<file path="src/rtl/decod38_seq_pkg.sv">
// Shared types and constants for the clocked 3-to-8 one-hot decoder.
package decod38_seq_pkg;

   typedef enum logic [1:0] {
      IDLE = 2'd0,
      HOLD = 2'd1,
      SCAN = 2'd2
   } state_e;

   localparam logic [7:0] ONEHOT_IDLE  = 8'h00;
   localparam logic [7:0] ONEHOT_FIRST = 8'h01;

   // Scan walk: 8'h80 wraps back to 8'h01.
   function automatic logic [7:0] rotl1(input logic [7:0] v);
      return {v[6:0], v[7]};
   endfunction

endpackage

</file>
<file path="src/rtl/decod38_seq_if.sv">
// Code-in / one-hot-out handshake bundle for decod38_seq.
interface decod38_seq_if;
   logic [2:0] in;
   logic       in_valid;
   logic       in_ready;
   logic [7:0] out;
   logic       out_valid;
   logic       out_ack;

   modport master (output in, in_valid, out_ack, input in_ready, out, out_valid);
   modport slave  (input in, in_valid, out_ack, output in_ready, out, out_valid);
endinterface

</file>
<file path="src/rtl/decod38_comb.sv">
// Combinational 3-bit code to 8-bit one-hot decoder; all-zero when disabled.
module decod38_comb (
   input  logic [2:0] code,
   input  logic       en,
   output logic [7:0] onehot
);
   always_comb begin
      onehot = '0;
      if (en) begin
         onehot[code] = 1'b1;
      end
   end
endmodule

</file>
<file path="src/rtl/decod38_seq.sv">
// Registered 3-to-8 decoder with valid/ack output hold and an auto-scan walker.
module decod38_seq
   import decod38_seq_pkg::*;
#(
   parameter int unsigned SCAN_DIV = 4,
   parameter int unsigned CNT_W    = 8
) (
   input  logic             clk,
   input  logic             rst,
   input  logic             en,
   input  logic             scan,
   decod38_seq_if.slave     bus,
   output logic [2:0]       scan_idx,
   output logic [CNT_W-1:0] xfer_cnt
);

   localparam logic [7:0] DIV_LAST = 8'(SCAN_DIV - 1);

   state_e           state_q, state_d;
   logic [7:0]       out_q, out_d;
   logic             out_valid_q, out_valid_d;
   logic [2:0]       scan_idx_q, scan_idx_d;
   logic [7:0]       div_q, div_d;
   logic [CNT_W-1:0] cnt_q, cnt_d;
   logic             in_ready;
   logic             accept;
   logic [7:0]       dec_oh;

   decod38_comb u_dec (
      .code   (bus.in),
      .en     (en),
      .onehot (dec_oh)
   );

   // Held low during reset so no transfer is ever reported as accepted then.
   assign in_ready = !rst && en &&
                     ((state_q == IDLE && !scan) || (state_q == HOLD && bus.out_ack));
   assign accept   = bus.in_valid && in_ready;

   always_comb begin
      state_d     = state_q;
      out_d       = out_q;
      out_valid_d = out_valid_q;
      scan_idx_d  = scan_idx_q;
      div_d       = div_q;
      cnt_d       = cnt_q;

      if (!en) begin
         state_d     = IDLE;
         out_d       = ONEHOT_IDLE;
         out_valid_d = 1'b0;
         scan_idx_d  = '0;
         div_d       = '0;
      end else begin
         case (state_q)
            IDLE: begin
               if (accept) begin
                  out_d       = dec_oh;
                  out_valid_d = 1'b1;
                  cnt_d       = cnt_q + CNT_W'(1);
                  state_d     = HOLD;
               end else if (scan) begin
                  out_d      = ONEHOT_FIRST;
                  scan_idx_d = '0;
                  div_d      = '0;
                  state_d    = SCAN;
               end else begin
                  out_d = ONEHOT_IDLE;
               end
            end
            HOLD: begin
               if (bus.out_ack) begin
                  if (accept) begin
                     out_d = dec_oh;
                     cnt_d = cnt_q + CNT_W'(1);
                  end else begin
                     out_d       = ONEHOT_IDLE;
                     out_valid_d = 1'b0;
                     state_d     = IDLE;
                  end
               end
            end
            SCAN: begin
               out_valid_d = 1'b0;
               if (!scan) begin
                  out_d      = ONEHOT_IDLE;
                  scan_idx_d = '0;
                  div_d      = '0;
                  state_d    = IDLE;
               end else if (div_q == DIV_LAST) begin
                  div_d      = '0;
                  scan_idx_d = scan_idx_q + 3'd1;
                  out_d      = rotl1(out_q);
               end else begin
                  div_d = div_q + 8'd1;
               end
            end
            default: begin
               state_d     = IDLE;
               out_d       = ONEHOT_IDLE;
               out_valid_d = 1'b0;
               scan_idx_d  = '0;
               div_d       = '0;
            end
         endcase
      end
   end

   always_ff @(posedge clk) begin
      if (rst) begin
         state_q     <= IDLE;
         out_q       <= ONEHOT_IDLE;
         out_valid_q <= 1'b0;
         scan_idx_q  <= '0;
         div_q       <= '0;
         cnt_q       <= '0;
      end else begin
         state_q     <= state_d;
         out_q       <= out_d;
         out_valid_q <= out_valid_d;
         scan_idx_q  <= scan_idx_d;
         div_q       <= div_d;
         cnt_q       <= cnt_d;
      end
   end

   assign bus.in_ready  = in_ready;
   assign bus.out       = out_q;
   assign bus.out_valid = out_valid_q;
   assign scan_idx      = scan_idx_q;
   assign xfer_cnt      = cnt_q;

endmodule

</file>
<file path="src/flat_wrapper.sv">
// flat-port wrapper written by rule: the top's interface ports become plain ports
module decod38_seq_flat import decod38_seq_pkg::*;
#(
   parameter int unsigned SCAN_DIV = 4,
   parameter int unsigned CNT_W    = 8
)
  (clk, rst, en, scan, scan_idx, xfer_cnt, bus_in, bus_in_valid, bus_out_ack, bus_in_ready, bus_out, bus_out_valid);
  decod38_seq_if bus_i ();
  input  logic clk;
  input  logic rst;
  input  logic en;
  input  logic scan;
  output logic [2:0] scan_idx;
  output logic [CNT_W-1:0] xfer_cnt;
  input wire logic [$bits(bus_i.in)-1:0] bus_in;
  input wire logic [$bits(bus_i.in_valid)-1:0] bus_in_valid;
  input wire logic [$bits(bus_i.out_ack)-1:0] bus_out_ack;
  output wire logic [$bits(bus_i.in_ready)-1:0] bus_in_ready;
  output wire logic [$bits(bus_i.out)-1:0] bus_out;
  output wire logic [$bits(bus_i.out_valid)-1:0] bus_out_valid;
  assign bus_i.in = bus_in;
  assign bus_i.in_valid = bus_in_valid;
  assign bus_i.out_ack = bus_out_ack;
  assign bus_in_ready = bus_i.in_ready;
  assign bus_out = bus_i.out;
  assign bus_out_valid = bus_i.out_valid;
  decod38_seq #(.SCAN_DIV(SCAN_DIV), .CNT_W(CNT_W)) u_core (.clk(clk), .rst(rst), .en(en), .scan(scan), .bus(bus_i), .scan_idx(scan_idx), .xfer_cnt(xfer_cnt));
endmodule
</file>
<file path="config.mk">
export PLATFORM = sky130hd
export DESIGN_NAME = decod38_seq_flat
export DESIGN_NICKNAME = d
export VERILOG_FILES = /design/src/rtl/decod38_seq_pkg.sv /design/src/rtl/decod38_seq_if.sv /design/src/rtl/decod38_comb.sv /design/src/rtl/decod38_seq.sv /design/src/flat_wrapper.sv
export SDC_FILE = /design/constraint.sdc
export NUM_CORES = 1
export LEC_CHECK = 0
export ABC_AREA = 1
export CAP_MARGIN = 30
export CORE_MARGIN = 2
export CORE_UTILIZATION = 45
export DETAILED_ROUTE_END_ITERATION = 12
export PLACE_DENSITY = 0.8
export SLEW_MARGIN = 25
export SYNTH_ARGS = -nofsm -noshare
export SYNTH_HDL_FRONTEND = slang
export SYNTH_SLANG_ARGS = --single-unit
export TNS_END_PERCENT = 10
</file>
<file path="constraint.sdc">
create_clock -name clk -period 1.4 [get_ports clk]
set_input_delay 0.28 -clock clk [delete_from_list [all_inputs] [get_ports clk]]
set_output_delay 0.28 -clock clk [all_outputs]
set_load 0.03 [all_outputs]
</file>
==> results of run 1 <==
==> worst max path at each step <==
stage	from	end	slack [ps]
3_5_place_dp	rst	u_core.xfer_cnt[6]$_SDFFE_PP0P_	-340
5_1_grt	u_core.state_q[1]$_SDFFE_PP0P_	bus_in_ready	-170
3_3_place_gp	scan	u_core.div_q[4]$_SDFFE_PP0P_	-290
2_1_floorplan	u_core.xfer_cnt[0]$_SDFFE_PP0P_	u_core.xfer_cnt[6]$_SDFFE_PP0P_	6
6_report	u_core.state_q[1]$_SDFFE_PP0P_	bus_in_ready	-130
4_1_cts	u_core.state_q[1]$_SDFFE_PP0P_	bus_in_ready	-180
==> report_power, final <==
part / switching, uW / internal (uW)
combinational: 134 / 114
sequential: 9.47 / 861
clock: 312 / 243
==> final cells by class <==
type	instances	area share (%)
Clock buffer	7	2.41
Timing Repair Buffer	70	25.2
Clock inverter	1	0.219
Inverter	22	3.83
Tap cell	44	2.41
Multi-Input combinational cell	154	39.3
Sequential cell	30	26.6
==> Yosys cell counts <==
cell type  instances  area share, %
buf_4              1           0.50
nand2_1           38            9.5
nor4_1             3            1.3
buf_6              1           0.75
nand2_4            1           0.75
nor2_1            31            7.8
o21ai_1            1           0.33
xor2_1             2            1.2
nand2_2            2           0.84
nor2_2             2           0.84
o21ai_2            3            1.8
o21a_1             2            1.0
nor2_4             1           0.75
xnor2_1            1           0.59
nand4_1            7            2.9
nor3_1             5            1.7
clkbuf_1           1           0.25
ha_1               3            2.5
nand3_1           10            3.3
nand3_2            1           0.67
nand3_4            1            1.2
o21ai_0           10            3.3
inv_1             19            4.8
dfxtp_1           30             40
or2_0              2           0.84
inv_2              3           0.75
a21oi_1           27            9.0
buf_2              1           0.33
or2_2              1           0.42
==> cells by family (layout without fill, tap and decap cells) <==
| logic type | after synthesis | count (layout) | synth area share [%] |
|---|---|---|---|
| buffers and inverters | 26 | 100 | 7.36 |
| AND/OR/NAND/NOR | 105 | 105 | 32.8 |
| AO/OA/AOI/OAI | 43 | 43 | 15.5 |
| XOR/XNOR | 3 | 3 | 1.76 |
| adder cells (fa/ha/maj) | 3 | 3 | 2.51 |
| flip-flops | 30 | 30 | 40.1 |
==> worst register-to-register path: cells and delay by family (launching register included) <==
| kind | cells | cell delay (ps) |
|---|---|---|
| simple gates | 7 | 720 |
| flops | 1 | 390 |
| buf+inv | 1 | 170 |
| compound gates | 1 | 60 |
==> per-layer routing <==
layer  vias up  wire, um  GRT usage [%]
met1       730      1830           30.8
met4         0        53           8.21
li1        842         -              -
met5         -         0              0
met2        46      1860           34.7
met3         6       242           6.51
==> cells in the final DEF, fill, tap and decap left out, types with 5 or more instances in the layout <==
cell,count
clkbuf_4,5
inv_1,15
clkbuf_2,9
clkdlybuf4s15_1,7
a21oi_1,24
buf_4,37
dlygate4sd2_1,6
nand3_1,8
nand2_1,35
dfxtp_1,26
inv_2,5
nand4_1,7
clkdlybuf4s50_1,5
o21ai_1,6
nor2_1,28
==> repair_timing <==
item	CTS	global route
setup buffers	0	3
gates resized for setup	35	60
pin swaps	1	5
setup endpoints to repair	25	43
==> registers in the layout (all words and copies together) (netlist names) <==
register	flops
u_core.bus.out	8
u_core.div_q	8
u_core.xfer_cnt	8
u_core.scan_idx	3
u_core.state_q	2
u_core.bus.out_valid	1
==> metrics by stage <==
step	hold WS [ps]	utilization, %
2_1_floorplan	349	-
3_3_place_gp	473	68.0
3_5_place_dp	471	68.0
4_1_cts	360	69.7
5_1_grt	404	73.6
6_report	377	73.6
==> impl_metrics.csv, run 1 <==
group,metric,value,unit
critical_path,reg2reg_depth,9,
critical_path,regToRegEndpoint,"u_core.bus.out[0]$_SDFFE_PP0P_",
critical_path,cp-start-kind,"register",
flow_run,cap_violations,0,
finish,n_antenna_cell,0,
placed_design,gp_congestion,0.866,
finish,nFillCells,256,
finish,ff_latch_area,608,um2
timing,setup_violations,2,
critical_path,path_buf_inv,3,
global_route,grt_max_degree,11,
min_path,hold_end,"u_core.xfer_cnt[6]$_SDFFE_PP0P_",
global_route,gr-total-overflow,0,
synth,synthCells,210,
critical_path,worstPathArrival,1250,ps
outcome,outcome,"complete, but fails checks",
synth,syn_nets,222,
cts,cts_root_buf,"clkbuf_4",
synth,ys_warn_count,0,
min_path,hp-class,"primary input to register",
critical_path,crit_family,"flip-flops",
synth,yosys.cell_types.count,29,
timing,period_needed,1530,ps
finish,drive_gt1_share,33.8,%
outcome,violations,"negative setup slack",
critical_path,worstPathRequired,1120,ps
cts,cts_htree_levels,2,
critical_path,path_cells,"inv_4 -> nand3_4 -> buf_6 -> a21oi_2 -> buf_6",
synth,syn_area_per_cell,7.13,um2
power_and_ir_drop,power_per_cell_area,732,nW/um2
critical_path,r2r_slack,-20,ps
floorplan,design.portCount,30,
cts,cts_buffers,5,
critical_path,cpMostUsedCell,"buf_6",
floorplan,initial_utilization,48.2,%
critical_path,cp_slowest_cell,"dfxtp_4",
routing,vias,1624,
timing,slew_violations,0,
finish,syn2layout_area_growth,52.7,%
global_route,antenna_found_initial,0,
critical_path,path_depth,5,
power_and_ir_drop,cellLeakagePower,0.000973,uW
timing,finalSetupTns,-147,ps
power_and_ir_drop,p_total,1670,uW
timing,relSlewSlack,79.5,%
routing,viasPerCell,4.95,
timing,final_hold_viol_count,0,
critical_path,cp_max_fo,4,
placed_design,hpwl,2.68,mm
timing,layout_worst_path_cycle_share,109,%
floorplan,row_count,20,
global_route,grt_pass1_vias,1512,
placed_design,io_buffers,29,
routing,wl,3.98,mm
timing,rsz0062_at_grt,"yes",
finish,multi_input_area,897,um2
floorplan,die_area,3800,um2
cts,clk_pin_slew,100,ps
placed_design,place_area,2110,um2
cts,clk_latency,340,ps
critical_path,r2r-start,"u_core.state_q[1]$_SDFFE_PP0P_",
floorplan,core,3100,um2
finish,stdcell_count,328,
cts,clock_path_buffers,2,
timing,fin_ws,-127,ps
cts,numClockSinks,30,
synth,ys_seq_elements,30,
power_and_ir_drop,ir_drop,0.531,mV
min_path,min_from,"rst",
finish,final_area,2280,um2
global_route,track_usage,22.8,%
min_path,hold-path-cell-count,4,
timing,max_slew.worst_pin.slew,309,ps
synth,yosysSeqAreaShare,40.1,%
critical_path,crit_type,"register to primary output",
routing,first_pass_iters,4,
routing,routedWlPerCell,12.1,um
routing,drc,0,
global_route,grt_pass1_wl,6.42,mm
finish,nets,295,
routing,drtIter0Drc,92,
floorplan,die_width,61.7,um
cts,cts_tree,"yes",
timing,skew,9.60,ps
floorplan,fp.dieH,61.7,um
placed_design,dp_slack,-342,ps
critical_path,critical_path.max_stage_delay,390,ps
synth,synth_area,1500,um2
placed_design,dpl.cell_count,317,
cts,cts_hold_buf,0,
critical_path,end_kind,"primary output",
routing,ant_nets,0,
timing,fmax,655,MHz
No activity file was read; power rests on OpenSTA's default activity.
==> run 2, diff against run 1 <==
--- a/config.mk
+++ b/config.mk
@@ -7,7 +7,6 @@
 export LEC_CHECK = 0
 export ABC_AREA = 1
 export CAP_MARGIN = 30
-export CORE_MARGIN = 2
 export CORE_UTILIZATION = 45
 export DETAILED_ROUTE_END_ITERATION = 12
 export PLACE_DENSITY = 0.8
==> run 2 against run 1 <==
Effect of this change:
- the flow still finishes with violations (negative setup slack)
- largest cell class unchanged
- critical endpoint unchanged
- register-to-register slack got worse by 50 ps
- hold slack got worse by 74 ps
- combinational power barely moved
- critical path depth did not move
==> impl_metrics.csv, run 2 (same netlist as run 1, synthesis figures left out) <==
group,metric,value,unit
outcome,outcome,"complete, but fails checks",
outcome,violations,"negative setup slack",
floorplan,die_area,3560,um2
critical_path,worstPathArrival,1250,ps
global_route,grt_pass1_vias,1439,
placed_design,gp_congestion,0.845,
placed_design,dp_slack,-364,ps
timing,layout_worst_path_cycle_share,109,%
routing,wl,3.77,mm
timing,rsz0062_at_grt,"yes",
cts,cts_root_buf,"clkbuf_4",
finish,final_common_cell,"buf_4",
cts,clk_latency,330,ps
flow_run,cap_violations,0,
routing,vias,1635,
timing,relSlewSlack,78.8,%
timing,max_slew.worst_pin.slew,315,ps
cts,cts_tree,"yes",
floorplan,fp.dieH,59.7,um
critical_path,cp-start-kind,"primary input",
cts,cts_htree_levels,2,
critical_path,path_cells,"clkdlybuf4s50_1 -> nand2_2 -> buf_4 -> a21oi_4 -> buf_6",
floorplan,core,3100,um2
routing,routedWlPerCell,11.5,um
timing,slew_violations,0,
critical_path,cp_slowest_cell,"clkdlybuf4s50_1",
finish,syn2layout_area_growth,50.5,%
timing,fmax,654,MHz
finish,n_antenna_cell,0,
timing,skew,5.89,ps
finish,nets,297,
routing,ant_nets,0,
routing,first_pass_iters,4,
floorplan,row_count,20,
global_route,gr-total-overflow,0,
placed_design,hpwl,2.76,mm
cts,clk_pin_slew,80,ps
cts,numClockSinks,30,
power_and_ir_drop,ir_drop,0.523,mV
power_and_ir_drop,power_per_cell_area,706,nW/um2
cts,cts_buffers,5,
global_route,antenna_found_initial,0,
routing,viasPerCell,4.97,
finish,final_area,2250,um2
cts,clock_path_buffers,2,
power_and_ir_drop,cellLeakagePower,0.000967,uW
timing,period_needed,1530,ps
min_path,hp-class,"primary input to register",
placed_design,io_buffers,29,
critical_path,critical_path.max_stage_delay,490,ps
routing,drc,0,
global_route,grt_max_degree,11,
critical_path,crit_type,"primary input to primary output",
finish,drive_gt1_share,31.6,%
global_route,track_usage,22.4,%
global_route,grt_pass1_wl,6.02,mm
floorplan,design.portCount,30,
timing,fin_ws,-128,ps
critical_path,cp_max_fo,2,
critical_path,end_kind,"primary output",
routing,drtIter0Drc,48,
placed_design,place_area,2090,um2
timing,final_hold_viol_count,0,
floorplan,die_width,59.7,um
timing,setup_violations,7,
finish,mostFrequentLayoutCells,"buf_4, nand2_1, nor2_1",
critical_path,worstPathRequired,1120,ps
floorplan,initial_utilization,48.2,%
-- run 2: metrics by stage --
stage / total power [uW] / setup TNS, ps / std cells / util (%) / hold WS (ps)
2_1_floorplan: 990 / 0 / 210 / - / 349
3_3_place_gp: 1100 / -7160 / 316 / 67.3 / 475
3_5_place_dp: 1110 / -7890 / 316 / 67.3 / 476
4_1_cts: 1580 / -306 / 327 / 70.3 / 460
5_1_grt: 1660 / -1960 / 329 / 72.6 / 312
6_report: 1590 / -361 / 329 / 72.6 / 303
-- run 2: layer usage --
| metal | track usage [%] | wire [um] |
|---|---|---|
| met1 | 29.3 | 1690 |
| met2 | 35.4 | 1800 |
| met3 | 6.71 | 224 |
| met4 | 6.98 | 48 |
| met5 | 0 | 0 |
-- run 2: area by class of cell --
cell class | count | area, um2
inverters | 22 | 85.1
multi-input cells | 154 | 850
fillers | 251 | 851
well taps | 44 | 55.1
repair buffers | 72 | 607
flip-flops and latches | 30 | 611
clock buffers | 7 | 45.0
-- run 2: report_power, final --
group	switching [uW]	internal [uW]
registers	7.17	859
clock network	286	189
logic	132	117
-- run 2: what timing repair did --
action,4_1_cts,5_1_grt
hold buffers,0,0
buffers inserted,4,2
pin swaps,4,4
endpoints found under the setup margin,25,41
gates resized for setup,42,33
-- run 2: worst paths after layout --
check | end | depth (start not counted) | from | slack [ps]
hold reg to reg | u_core.bus.out[6]$_SDFFE_PP0P_ | 2 | u_core.bus.out[6]$_SDFFE_PP0P_ | 490
hold / removal | u_core.xfer_cnt[1]$_SDFFE_PP0P_ | 3 | rst | 300
setup / recovery | bus_in_ready | 5 | en | -130
setup reg to reg | u_core.xfer_cnt[6]$_SDFFE_PP0P_ | 9 | u_core.state_q[1]$_SDFFE_PP0P_ | -70
-- run 2: critical path: cells and delay by family --
| family | cells | cell delay (ps) |
|---|---|---|
| buf+inv | 3 | 780 |
| compound gates | 1 | 110 |
| simple gates | 1 | 80 |
==> run 3, diff against run 2 <==
--- a/config.mk
+++ b/config.mk
@@ -7,6 +7,7 @@
 export LEC_CHECK = 0
 export ABC_AREA = 1
 export CAP_MARGIN = 30
+export CORE_MARGIN = 2
 export CORE_UTILIZATION = 45
 export DETAILED_ROUTE_END_ITERATION = 12
 export PLACE_DENSITY = 0.8
==> results of run 3 <==
Same layout as run 1: the final DEF is identical, and so are final timing and power.
